### config.mk
export PLATFORM = sky130hd
export DESIGN_NAME = load_store_unit
export DESIGN_NICKNAME = d
export VERILOG_FILES = /design/src/rtl/lsu_pkg.sv /design/src/rtl/lsu_agu.sv /design/src/rtl/load_store_unit.sv
export SDC_FILE = /design/constraint.sdc
export NUM_CORES = 1
export LEC_CHECK = 0
export CAP_MARGIN = 20
export CORE_ASPECT_RATIO = 1.1
export CORE_MARGIN = 2
export CORE_UTILIZATION = 37
export CTS_CLUSTER_DIAMETER = 40
export CTS_CLUSTER_SIZE = 20
export DETAILED_ROUTE_END_ITERATION = 12
export GPL_TIMING_DRIVEN = 0
export PLACE_DENSITY_LB_ADDON = 0.08
export SLEW_MARGIN = 20
export SYNTH_ARGS = -nofsm -noshare
export SYNTH_HDL_FRONTEND = slang
export SYNTH_SLANG_ARGS = --single-unit
### constraint.sdc
create_clock -name clk -period 1.5 [get_ports clk]
set_input_delay 0.15 -clock clk [delete_from_list [all_inputs] [get_ports clk]]
set_output_delay 0.15 -clock clk [all_outputs]
set_load 0.01 [all_outputs]
### src/rtl/lsu_pkg.sv
// Shared encodings for the load/store unit and its address generator.
package lsu_pkg;

   localparam int DATA_W = 8;
   localparam int ADDR_W = 8;

   typedef enum logic [1:0] {
      IDLE   = 2'd0,
      ACCESS = 2'd1,
      RESP   = 2'd2
   } lsu_state_e;

   // Encoding of req_is_store
   localparam logic LSU_LOAD  = 1'b0;
   localparam logic LSU_STORE = 1'b1;

endpackage

### src/rtl/lsu_agu.sv
// Address generator: ea = base + offset with 8-bit wrap, flags ea above ADDR_MAX.
// Purely combinational, no handshake; also used by branch-target logic.
module lsu_agu
   import lsu_pkg::*;
#(
   parameter int ADDR_MAX = 255
) (
   input  logic [ADDR_W-1:0] base_i,
   input  logic [ADDR_W-1:0] offset_i,
   output logic [ADDR_W-1:0] ea_o,
   output logic              addr_err_o
);

   // One extra bit so ADDR_MAX = 255 compares without truncation.
   localparam logic [ADDR_W:0] ADDR_MAX_C = (ADDR_W+1)'(ADDR_MAX);

   always_comb begin
      ea_o       = base_i + offset_i;
      addr_err_o = {1'b0, ea_o} > ADDR_MAX_C;
   end

endmodule

### src/rtl/load_store_unit.sv
// Memory-access stage: one request at a time, response MEM_LAT+1 cycles after accept
// (error: straight to response); stalls in RESP while rsp_ready is low, req_ready only in IDLE.
module load_store_unit
   import lsu_pkg::*;
#(
   parameter int MEM_LAT  = 0,
   parameter int ADDR_MAX = 255,
   parameter int TAG_W    = 3
) (
   input  logic              clk,
   input  logic              rst,
   input  logic              req_valid,
   output logic              req_ready,
   input  logic              req_is_store,
   input  logic [ADDR_W-1:0] req_base,
   input  logic [ADDR_W-1:0] req_offset,
   input  logic [DATA_W-1:0] req_wdata,
   input  logic [TAG_W-1:0]  req_tag,
   output logic              rsp_valid,
   input  logic              rsp_ready,
   output logic [DATA_W-1:0] rsp_rdata,
   output logic [TAG_W-1:0]  rsp_tag,
   output logic              rsp_is_load,
   output logic              rsp_err,
   output logic [ADDR_W-1:0] mem_read_addr,
   output logic [ADDR_W-1:0] mem_write_addr,
   output logic [DATA_W-1:0] mem_write_data,
   output logic              mem_write,
   output logic              mem_enable,
   input  logic [DATA_W-1:0] mem_read_data,
   output logic              busy
);

   localparam logic [2:0] MEM_LAT_C = 3'(MEM_LAT);

   lsu_state_e        state_q, state_d;
   logic [2:0]        cnt_q, cnt_d;
   logic [ADDR_W-1:0] ea_q, ea_d;
   logic [DATA_W-1:0] wdata_q, wdata_d;
   logic [DATA_W-1:0] rdata_q, rdata_d;
   logic [TAG_W-1:0]  tag_q, tag_d;
   logic              is_load_q, is_load_d;
   logic              err_q, err_d;
   logic              first_q, first_d;

   logic [ADDR_W-1:0] agu_ea;
   logic              agu_err;

   lsu_agu #(.ADDR_MAX(ADDR_MAX)) u_agu (
      .base_i     (req_base),
      .offset_i   (req_offset),
      .ea_o       (agu_ea),
      .addr_err_o (agu_err)
   );

   always_ff @(posedge clk or posedge rst) begin
      if (rst) begin
         state_q   <= IDLE;
         cnt_q     <= '0;
         ea_q      <= '0;
         wdata_q   <= '0;
         rdata_q   <= '0;
         tag_q     <= '0;
         is_load_q <= 1'b0;
         err_q     <= 1'b0;
         first_q   <= 1'b0;
      end else begin
         state_q   <= state_d;
         cnt_q     <= cnt_d;
         ea_q      <= ea_d;
         wdata_q   <= wdata_d;
         rdata_q   <= rdata_d;
         tag_q     <= tag_d;
         is_load_q <= is_load_d;
         err_q     <= err_d;
         first_q   <= first_d;
      end
   end

   always_comb begin
      state_d    = state_q;
      cnt_d      = cnt_q;
      ea_d       = ea_q;
      wdata_d    = wdata_q;
      rdata_d    = rdata_q;
      tag_d      = tag_q;
      is_load_d  = is_load_q;
      err_d      = err_q;
      first_d    = 1'b0;
      req_ready  = 1'b0;
      rsp_valid  = 1'b0;
      mem_enable = 1'b0;
      mem_write  = 1'b0;

      case (state_q)
         IDLE: begin
            req_ready = 1'b1;
            if (req_valid) begin
               tag_d     = req_tag;
               is_load_d = (req_is_store == LSU_LOAD);
               if (agu_err) begin
                  err_d   = 1'b1;
                  rdata_d = '0;
                  state_d = RESP;
               end else begin
                  // Address/data only move on a real access so memory pins stay quiet otherwise.
                  err_d   = 1'b0;
                  ea_d    = agu_ea;
                  wdata_d = req_wdata;
                  cnt_d   = MEM_LAT_C;
                  first_d = 1'b1;
                  state_d = ACCESS;
               end
            end
         end
         ACCESS: begin
            mem_enable = 1'b1;
            mem_write  = first_q && !is_load_q;
            if (cnt_q == 3'd0) begin
               rdata_d = is_load_q ? mem_read_data : '0;
               state_d = RESP;
            end else begin
               cnt_d = cnt_q - 3'd1;
            end
         end
         RESP: begin
            rsp_valid = 1'b1;
            if (rsp_ready) state_d = IDLE;
         end
         default: state_d = IDLE;
      endcase
   end

   assign mem_read_addr  = ea_q;
   assign mem_write_addr = ea_q;
   assign mem_write_data = wdata_q;
   assign rsp_rdata      = rdata_q;
   assign rsp_tag        = tag_q;
   assign rsp_is_load    = is_load_q;
   assign rsp_err        = err_q;
   assign busy           = (state_q != IDLE);

endmodule
==> results of run 1 <==
-- cells in the mapped netlist, drive strengths merged, types with 2 or more instances --
cell type	number
clkbuf	3
o21bai	3
buf	13
a211oi	3
dfrtp	34
o21ai	10
or3	2
nor2	7
ha	9
a21o	2
nand2	63
nand3	11
nor3b	3
nand2b	5
inv	12
a21oi	3
xor2	2
-- metal layers --
layer | part of all wire [%] | global-route usage [%] | up-vias
li1 | - | - | 850
met1 | 41 | 21.2 | 760
met2 | 52 | 31.2 | 53
met3 | 5.0 | 4.47 | 9
met4 | 2.2 | 6.92 | 0
met5 | 0 | 0 | -
-- area by class of cell --
| class | instances | area (um2) | share of cell area [%] |
|---|---|---|---|
| inverter | 12 | 50.0 | 1.70 |
| clock buffer | 7 | 76.3 | 2.59 |
| sequential | 34 | 852 | 28.9 |
| timing repair buffer | 92 | 898 | 30.4 |
| buffer | 14 | 115 | 3.90 |
| multi-input combinational | 140 | 888 | 30.1 |
| tap | 56 | 70.1 | 2.37 |
-- metrics by stage --
stage               power (mW)  std cells
finish                    5.23        355
global route              5.68        355
CTS                       5.08        348
detailed placement        4.38        338
global placement          4.33        338
floorplan                 2.94        202
-- state kept, by name, indices dropped and copies added, names as in the netlist --
signal / count
state_q: 2
mem_read_addr: 8
rsp_rdata: 8
rsp_tag: 3
rsp_is_load: 1
first_q: 1
mem_write_data: 8
cnt_q: 3
-- worst max-delay path by stage --
stage	startpoint	to	slack [ps]	cells past startpoint
final	state_q[0]$_DFFE_PP0P_	mem_read_addr[4]$_DFFE_PP0P_	-4	4
after global routing	state_q[1]$_DFFE_PP0P_	mem_read_addr[4]$_DFFE_PP0P_	-50	4
after CTS	state_q[1]$_DFFE_PP0P_	mem_write	-10	3
after detailed placement	req_base[0]	mem_read_addr[6]$_DFFE_PP0P_	-540	8
after global placement	req_base[0]	mem_read_addr[6]$_DFFE_PP0P_	-540	8
after floorplan	state_q[0]$_DFFE_PP0P_	mem_write_data[0]$_DFFE_PP0P_	2	6
-- cell families (layout without fill, tap and decap cells) --
kind of cell | Yosys count | count (layout) | share of synthesized area (%)
AND/OR/NAND/NOR | 96 | 96 | 23.5
flip-flops | 34 | 34 | 47.9
AO/OA/AOI/OAI | 30 | 30 | 11.3
buffers and inverters | 28 | 125 | 8.03
adder cells (fa/ha/maj) | 10 | 10 | 7.46
XOR/XNOR | 2 | 2 | 0.986
other | 1 | 1 | 0.211
multiplexers | 1 | 1 | 0.563
-- power by group --
| part | switching (mW) | internal (mW) | leakage (nW) |
|---|---|---|---|
| clock network | 0.294 | 0.319 | 0.0383 |
| registers | 0.260 | 1.36 | 0.429 |
| logic | 1.30 | 1.70 | 0.961 |
| total | 1.86 | 3.38 | 1.43 |
-- timing repair --
action,CTS,global route
endpoints found under the hold margin,0,0
pin swaps,6,7
setup buffers,5,6
endpoints found under the setup margin,37,27
resized for setup,29,23
cloned,0,1
==> flow_summary.toml, run 1 <==
[clock_tree]
cts_tree = "yes"
clockBufferDepth = 2
cts_max_level = 2
clock_sinks = 34
clock_latency_ps = 280
cts-root-buf = "clkbuf_8"
hold_buffers = 0
cts_buffers = 5
cts.clk_slew.worst_paths_ps = 60

[routing]
ant_nets = 0
wirelength_mm = 4.41
vias = 1672
avgViaCountPerCell = 4.71
drt_iter0_markers = 73
wl_per_cell_um = 12.4
first_pass_iters = 4
drc = 0

[floorplan]
fp.dieH_um = 76.7
initial_core_util_pct = 38.5
num_rows = 26
core_mm2 = 0.00462
io-pin-count = 82
fp.dieW_um = 70.1
dieArea_mm2 = 0.00537

[timing]
period_minus_slack_ps = 1500
worst_slew_pin_slew_ps = 700
hold_viol = 0
hold_ws_ps = 302
setup_violations = 2
fin_tns_setup_ps = -5.59
final_max_slew_viol_count = 0
rsz0062_at_grt = "yes"
finalWorstSetupSlack_ps = -3.89
relSlewSlack_pct = 53.3
finalClockSkew_ps = 2.63
timing.final.crit_share_pct = 100
fmax_mhz = 665

[final_layout]
fillCellCount = 408
syn_to_final_growth_pct = 66.1
layout_commonest_cell = "clkdlybuf4s50_1"
layout_common_cells = "66 x clkdlybuf4s50_1, 63 x nand2_1, 33 x dfrtp_1"
diodes = 0
nNetsFinal = 349
fin_util_pct = 63.9
layout-drive-gt1-share_pct = 17.7
stdcell_area_mm2 = 0.00295

[power]
vdd.ir_drop.worst_v = 0.000757
cellPowerDensity_mw_per_mm2 = 1770
p_leak_nw = 1.43

[setup_path]
worst-r2r-cell-count = 4
worstPathRequired_ps = 1720
critPathKind = "reg2reg"
reg2reg_from = "state_q[0]$_DFFE_PP0P_"
rrSetupSlack_ps = -4
crit_fanout = 8
cp.arrival_ps = 1730
endpoint_kind = "flip-flop"
critPathSlowestCell = "or3b_4"
max_stage_delay_ps = 480
cpLargestDelayFamily = "simple AND/OR/NAND/NOR gates"
worstReg2RegEnd = "mem_read_addr[4]$_DFFE_PP0P_"
path_cells = "or3b_4 -> clkbuf_16 -> a211oi_1 -> a21o_1"
crit_buf_inv = 1
cp-start-kind = "flip-flop"

[yosys]
synth_cell_types = 37
ys_seq_elements = 34
synth_edf_count = 0
synth_area_mm2 = 0.00178
async_flop_share_pct = 100
syn_nets = 252
synth_area_leaders = "dfrtp_1 48%, nand2_1 13%, ha_1 6.3%, buf_4 3.8%, nand3_1 3.1%"
postSynthAreaPerCell_um2 = 8.80
synth_top_area_share_pct = 47.9
synth_warnings = 0
synth-main-ff-cell = "dfrtp_1"
netlist_instances = 202
yosysSeqAreaShare_pct = 47.9
synth_area_leader_cell = "dfrtp_1"

[flow_run]
drv_cap = 0

[grt]
grt_usage_pct = 18.0
grt_pass1_wl_mm = 7.71
grt_pass1_vias = 1704
grt_max_degree = 35
overflow = 0
antenna_found_initial = 0

[worst_hold_path]
min_path_type = "in2async"

[placed_design]
hpwlAfterDp_mm = 3.26
post-place-ws_ps = -543
place_congestion = 0.798
post_dp_cell_area_mm2 = 0.00268
io_buffers = 80

[run_status]
status = "complete, but fails checks"
violations = "setup timing"
No activity file was read; power rests on OpenSTA's default activity.
==> inputs of run 2 (changes only) <==
ABC_AREA = 1   (was default)
ABC_CLOCK_PERIOD_IN_PS = 1410   (was default)
CORE_UTILIZATION = 42   (was 37)
clock period = 1.41 ns   (was 1.5 ns; I/O delays follow)
==> run 2 against run 1 <==
The run now ends clean. Global-route usage rose by 0.44 points. Sequential share of layout area rose by 0.87 points. Register-to-register slack improved by 110 ps. Cell area fell by 2.9%. Core utilization rose by 4.0 points. Clock-buffer cell count fell by 2. Critical path type is now reg2out.
==> flow_summary.toml, run 2 <==
[setup_path]
cp.arrival_ps = 1220
worstPathRequired_ps = 1270
critPathSlowestCell = "clkdlybuf4s50_1"
endpoint_kind = "output port"
max_stage_delay_ps = 550
path_cells = "clkdlybuf4s50_1"
critPathKind = "reg2out"
cpLargestDelayFamily = "buffers and inverters"
crit_buf_inv = 1
path_depth = 1
cp-start-kind = "flip-flop"
worst-r2r-cell-count = 8
crit_fanout = 3

[final_layout]
stdcell_area_mm2 = 0.00286
regArea_um2 = 852
layout_commonest_cell = "nand2_1"
nNetsFinal = 358
layout_common_cells = "87 x nand2_1, 63 x clkdlybuf4s50_1, 33 x dfrtp_1"
layout-drive-gt1-share_pct = 20.7
diodes = 0
syn_to_final_growth_pct = 57.3
multiInputGateArea_um2 = 830
fillCellCount = 378

[clock_tree]
cts_tree = "yes"
clockBufferDepth = 2
clock_latency_ps = 280
cts_max_level = 2
cts-root-buf = "clkbuf_8"
hold_buffers = 0
cts_buffers = 5
cts.clk_slew.worst_paths_ps = 70
clock_sinks = 34

[timing]
relSlewSlack_pct = 53.1
worst_slew_pin_slew_ps = 702
hold_ws_ps = 308
timing.final.crit_share_pct = 96.6
hold_viol = 0
final_max_slew_viol_count = 0
finalClockSkew_ps = 4.59
period_minus_slack_ps = 1360
fmax_mhz = 734
setup_violations = 0

[grt]
grt_max_degree = 35
antenna_found_initial = 0
grt_usage_pct = 18.4
grt_pass1_vias = 1644
overflow = 0
grt_pass1_wl_mm = 6.89

[routing]
route.met3.wl_um = 213
vias = 1650
wl_met2_mm = 2.11
drc = 0
drt_iter0_markers = 93
avgViaCountPerCell = 4.55
first_pass_iters = 4
wl_per_cell_um = 11.4
routed.top_layer = "met4"
wirelength_mm = 4.14
wirelength_met1_mm = 1.74
ant_nets = 0

[power]
pwr-share-comb_pct = 53.3
cellPowerDensity_mw_per_mm2 = 1930
power_switching_mw = 2.01
p_seq_share_pct = 31.1
pwr-share-clk_pct = 15.7
intPower_mw = 3.52
netSwitchingFraction_pct = 36.3
power_mw = 5.53
p_leak_nw = 1.44
vdd.ir_drop.worst_v = 0.000670

[yosys]
synth_area_leader_cell = "dfrtp_1"
synthMostInstantiatedCell = "nand2_1"
ys_seq_elements = 34
synth_top_area_share_pct = 46.7
syn_nets = 266
synth_edf_count = 0
synth-main-ff-cell = "dfrtp_1"
postSynthAreaPerCell_um2 = 8.43
synth_warnings = 0
synth_area_mm2 = 0.00182
yosysSeqAreaShare_pct = 46.7
synth_area_leaders = "dfrtp_1 47%, nand2_1 18%, ha_1 6.2%, o21ai_2 4.3%, buf_4 3.7%"
synth_cell_types = 28
netlist_instances = 216
synth_commonest_cells = "87 x nand2_1, 34 x dfrtp_1, 17 x inv_1"
async_flop_share_pct = 100

[floorplan]
num_rows = 25
dieArea_mm2 = 0.00488
io-pin-count = 82
core_mm2 = 0.00422
initial_core_util_pct = 43.1
fp.dieW_um = 66.8
fp.dieH_um = 73.1

[run_status]
status = "complete, no violations"

[worst_hold_path]
min_path_type = "in2async"

[placed_design]
place_congestion = 0.777
hpwlAfterDp_mm = 3.09
post_dp_cell_area_mm2 = 0.00269
io_buffers = 80

[flow_run]
drv_cap = 0
-- run 2: area by class of cell --
| type | count | area share [%] |
|---|---|---|
| inverter | 20 | 2.62 |
| multi-input combinational | 147 | 29.0 |
| clock inverter | 3 | 1.40 |
| timing repair buffer | 85 | 28.4 |
| buffer | 15 | 4.06 |
| sequential | 34 | 29.8 |
| tap | 54 | 2.36 |
| clock buffer | 5 | 2.40 |
-- run 2: logic make-up after synthesis --
group,count (synthesis),synth area share [%]
adder cells (fa/ha/maj),10,7.29
AND/OR/NAND/NOR,114,26.5
XOR/XNOR,3,1.44
flip-flops,34,46.7
buffers and inverters,35,10.4
other,1,0.206
AO/OA/AOI/OAI,19,7.35
-- run 2: per-stage QoR --
stage               setup slack, ps  utilization (%)  setup TNS, ps  std cells
global route                  -34.3             67.8          -34.3        363
global placement               -418             63.7         -11710        350
floorplan                      81.9                -              0        216
detailed placement             -430             63.7          -1990        350
CTS                           -13.6             66.7          -13.6        362
finish                         47.7             67.8              0        363
-- run 2: routing by layer --
metal	vias up	GRT usage (%)
met5	-	0
met4	0	9.07
met3	7	3.55
met2	49	31.7
met1	755	21.8
li1	839	-
-- run 2: timing repair --
item,in CTS,in global routing
pin swaps,5,3
resized for setup,26,16
buffers inserted,4,1
setup endpoints to repair,21,11
-- run 2: power groups by stage --
| stage | clock network (mW) | logic (mW) | registers, mW |
|---|---|---|---|
| final | 0.867 | 2.94 | 1.72 |
| after global routing | 0.928 | 3.25 | 1.77 |
| after CTS | 0.891 | 2.94 | 1.71 |
| after detailed placement | 0 | 3.01 | 1.73 |
| after global placement | 0 | 2.96 | 1.71 |
| after floorplan | 0 | 1.34 | 1.89 |
-- run 2: worst paths after layout --
kind                       slack [ps]                    startpoint                            end
max                                50  mem_read_addr[6]$_DFFE_PP0P_               mem_read_addr[6]
min                               310                           rst       rsp_rdata[4]$_DFFE_PP0P_
max reg2reg                       110        state_q[1]$_DFFE_PP0P_  mem_write_data[7]$_DFFE_PP0P_
min reg2reg                       480        rsp_tag[0]$_DFFE_PP0P_         rsp_tag[0]$_DFFE_PP0P_
max in group asynchronous         610                           rst         state_q[0]$_DFFE_PP0P_
min in group clk                  320                   req_base[0]   mem_read_addr[0]$_DFFE_PP0P_
==> inputs of run 3 (changes only) <==
ABC_AREA = default   (was 1)
ABC_CLOCK_PERIOD_IN_PS = 1300   (was 1410)
CORE_UTILIZATION = 41   (was 42)
clock period = 1.3 ns   (was 1.41 ns; I/O delays follow)
==> run 3 against run 2 <==
The flow now finishes with violations (setup timing). Die area hardly changed. Cell area is 12% higher. Routed wire length is 18% higher. Critical path depth grew 4. Combinational power increased by 36%. Via count rose by 6.5%. Worst hold slack lost 110 ps. Sequential share of layout area down 3.3 points. Clock skew fell by 2.1 ps. Clock-buffer cell count up 2. Power increased by 21%. Clock power decreased by 9.9%. Largest cell class unchanged. Largest power group unchanged. Highest routed layer unchanged.
==> flow_summary.toml, run 3 (same netlist as run 1, synthesis figures left out) <==
[floorplan]
io-pin-count = 82
num_rows = 25
fp.dieW_um = 66.8
initial_core_util_pct = 42.1
core_mm2 = 0.00422
fp.dieH_um = 73.0
dieArea_mm2 = 0.00488

[final_layout]
diodes = 0
nNetsFinal = 362
layout_commonest_cell = "nand2_1"
layout-drive-gt1-share_pct = 34.5
fin_util_pct = 76.3
syn_to_final_growth_pct = 81.3
fillCellCount = 302
instances_no_fill = 367
layout_common_cells = "52 x nand2_1, 33 x dfrtp_1, 32 x dlygate4sd2_1"

[run_status]
violations = "setup timing"
status = "complete, but fails checks"

[grt]
antenna_found_initial = 0
overflow = 0
grt_usage_pct = 19.9
grt_max_degree = 35
grt_pass1_wl_mm = 7.40
grt_pass1_vias = 1651

[timing]
fmax_mhz = 670
period_minus_slack_ps = 1490
rsz0062_at_grt = "yes"
finalClockSkew_ps = 2.52
setup_violations = 27
final_max_slew_viol_count = 0
finalWorstSetupSlack_ps = -193
fin_tns_setup_ps = -2350
hold_viol = 0
relSlewSlack_pct = 52.9
worst_slew_pin_slew_ps = 705
timing.final.crit_share_pct = 115

[worst_hold_path]
min_path_type = "in2reg"
whs_path_depth = 4

[routing]
drt_iter0_markers = 48
first_pass_iters = 4
drc = 0
ant_nets = 0
wirelength_met1_mm = 2.09
wl_met2_mm = 2.56
route.met3.wl_um = 214
routed.top_layer = "met4"
wirelength_mm = 4.91
vias = 1757
wl_per_cell_um = 13.4
avgViaCountPerCell = 4.79

[power]
cellPowerDensity_mw_per_mm2 = 2070
p_leak_nw = 1.70
power_mw = 6.67
vdd.ir_drop.worst_v = 0.000891

[clock_tree]
clock_sinks = 34
cts_tree = "yes"
cts-root-buf = "clkbuf_8"
cts.clk_slew.worst_paths_ps = 60
cts_buffers = 5
clockBufferDepth = 2
clock_latency_ps = 270
cts_max_level = 2

[flow_run]
drv_cap = 0

[setup_path]
crit_fanout = 10
crit_buf_inv = 1
endpoint_kind = "flip-flop"
worstPathRequired_ps = 1460
cp.arrival_ps = 1650
critPathKind = "reg2reg"
cp-start-kind = "flip-flop"
path_cells = "or3b_4 -> buf_8 -> nand2_1 -> o311a_1 -> nand3_1"
path_depth = 5
critPathSlowestCell = "or3b_4"
max_stage_delay_ps = 480
cpLargestDelayFamily = "simple AND/OR/NAND/NOR gates"
worst-r2r-cell-count = 5

[placed_design]
io_buffers = 80
hpwlAfterDp_mm = 3.20
dpl.cell_count = 336
place_congestion = 0.884
run 3: cell types whose count changed in the layout (fill, tap and decap cells not counted), moves of 5 or more:
cell / change
buf_4: +9
clkdlybuf4s50_1: -33
ha_1: -5
o21ai_2: -7
inv_1: -8
dlymetal6s2s_1: +9
nand2_1: -35
buf_6: +10
nand2_2: +10
dlygate4sd2_1: +21
run 3: final timing paths:
kind / start / endpoint / slack, ps
min reg2reg: mem_write_data[1]$_DFFE_PP0P_ / mem_write_data[1]$_DFFE_PP0P_ / 470
max reg2reg: state_q[1]$_DFFE_PP0P_ / mem_read_addr[6]$_DFFE_PP0P_ / -190
max in group asynchronous: rst / state_q[0]$_DFFE_PP0P_ / 520
min: req_base[0] / mem_read_addr[0]$_DFFE_PP0P_ / 200
min in group asynchronous: rst / rsp_rdata[4]$_DFFE_PP0P_ / 280
max: state_q[1]$_DFFE_PP0P_ / mem_read_addr[6]$_DFFE_PP0P_ / -190
run 3: area by class of cell:
cell class | instances | area, um2 | share of cell area [%]
Multi-Input combinational cell | 141 | 1040 | 32.3
Timing Repair Buffer | 104 | 992 | 30.8
Sequential cell | 34 | 852 | 26.5
Buffer | 14 | 126 | 3.92
Clock buffer | 7 | 86.3 | 2.68
Tap cell | 54 | 67.6 | 2.10
Inverter | 12 | 50.0 | 1.55
Clock inverter | 1 | 5.00 | 0.155
run 3: layer usage:
metal | vias up | track usage (%)
met3 | 4 | 3.09
met2 | 50 | 35.6
met1 | 828 | 23.8
li1 | 875 | -
met4 | 0 | 7.94
met5 | - | 0
run 3: worst register-to-register path, cell delays in order, from the launching register on:
cell and delay [ps]:
dfrtp_1 420, or3b_4 490, buf_8 180, nand2_1 70, o311a_1 160, nand3_1 70
run 3: per-stage QoR:
stage	cell area [um2]	hold WS [ps]	setup slack (ps)
global route	3220	191	-247
floorplan	1880	221	-158
global placement	2740	448	-713
detailed placement	2740	454	-733
CTS	3020	299	-165
finish	3220	197	-193
run 3: timing repair:
item | 4_1_cts | 5_1_grt
gates resized for setup | 80 | 61
pin swaps | 12 | 28
cloned | 1 | 1
setup endpoints to repair | 64 | 44
hold buffers | 0 | 0
endpoints found under the hold margin | 0 | 0
buffers inserted | 16 | 9
run 3: where the power goes:
part	switching (mW)	total, mW	internal (mW)
Sequential	0.309	1.88	1.57
Clock	0.355	0.781	0.427
Combinational	1.83	4.01	2.17
Total	2.49	6.67	4.17
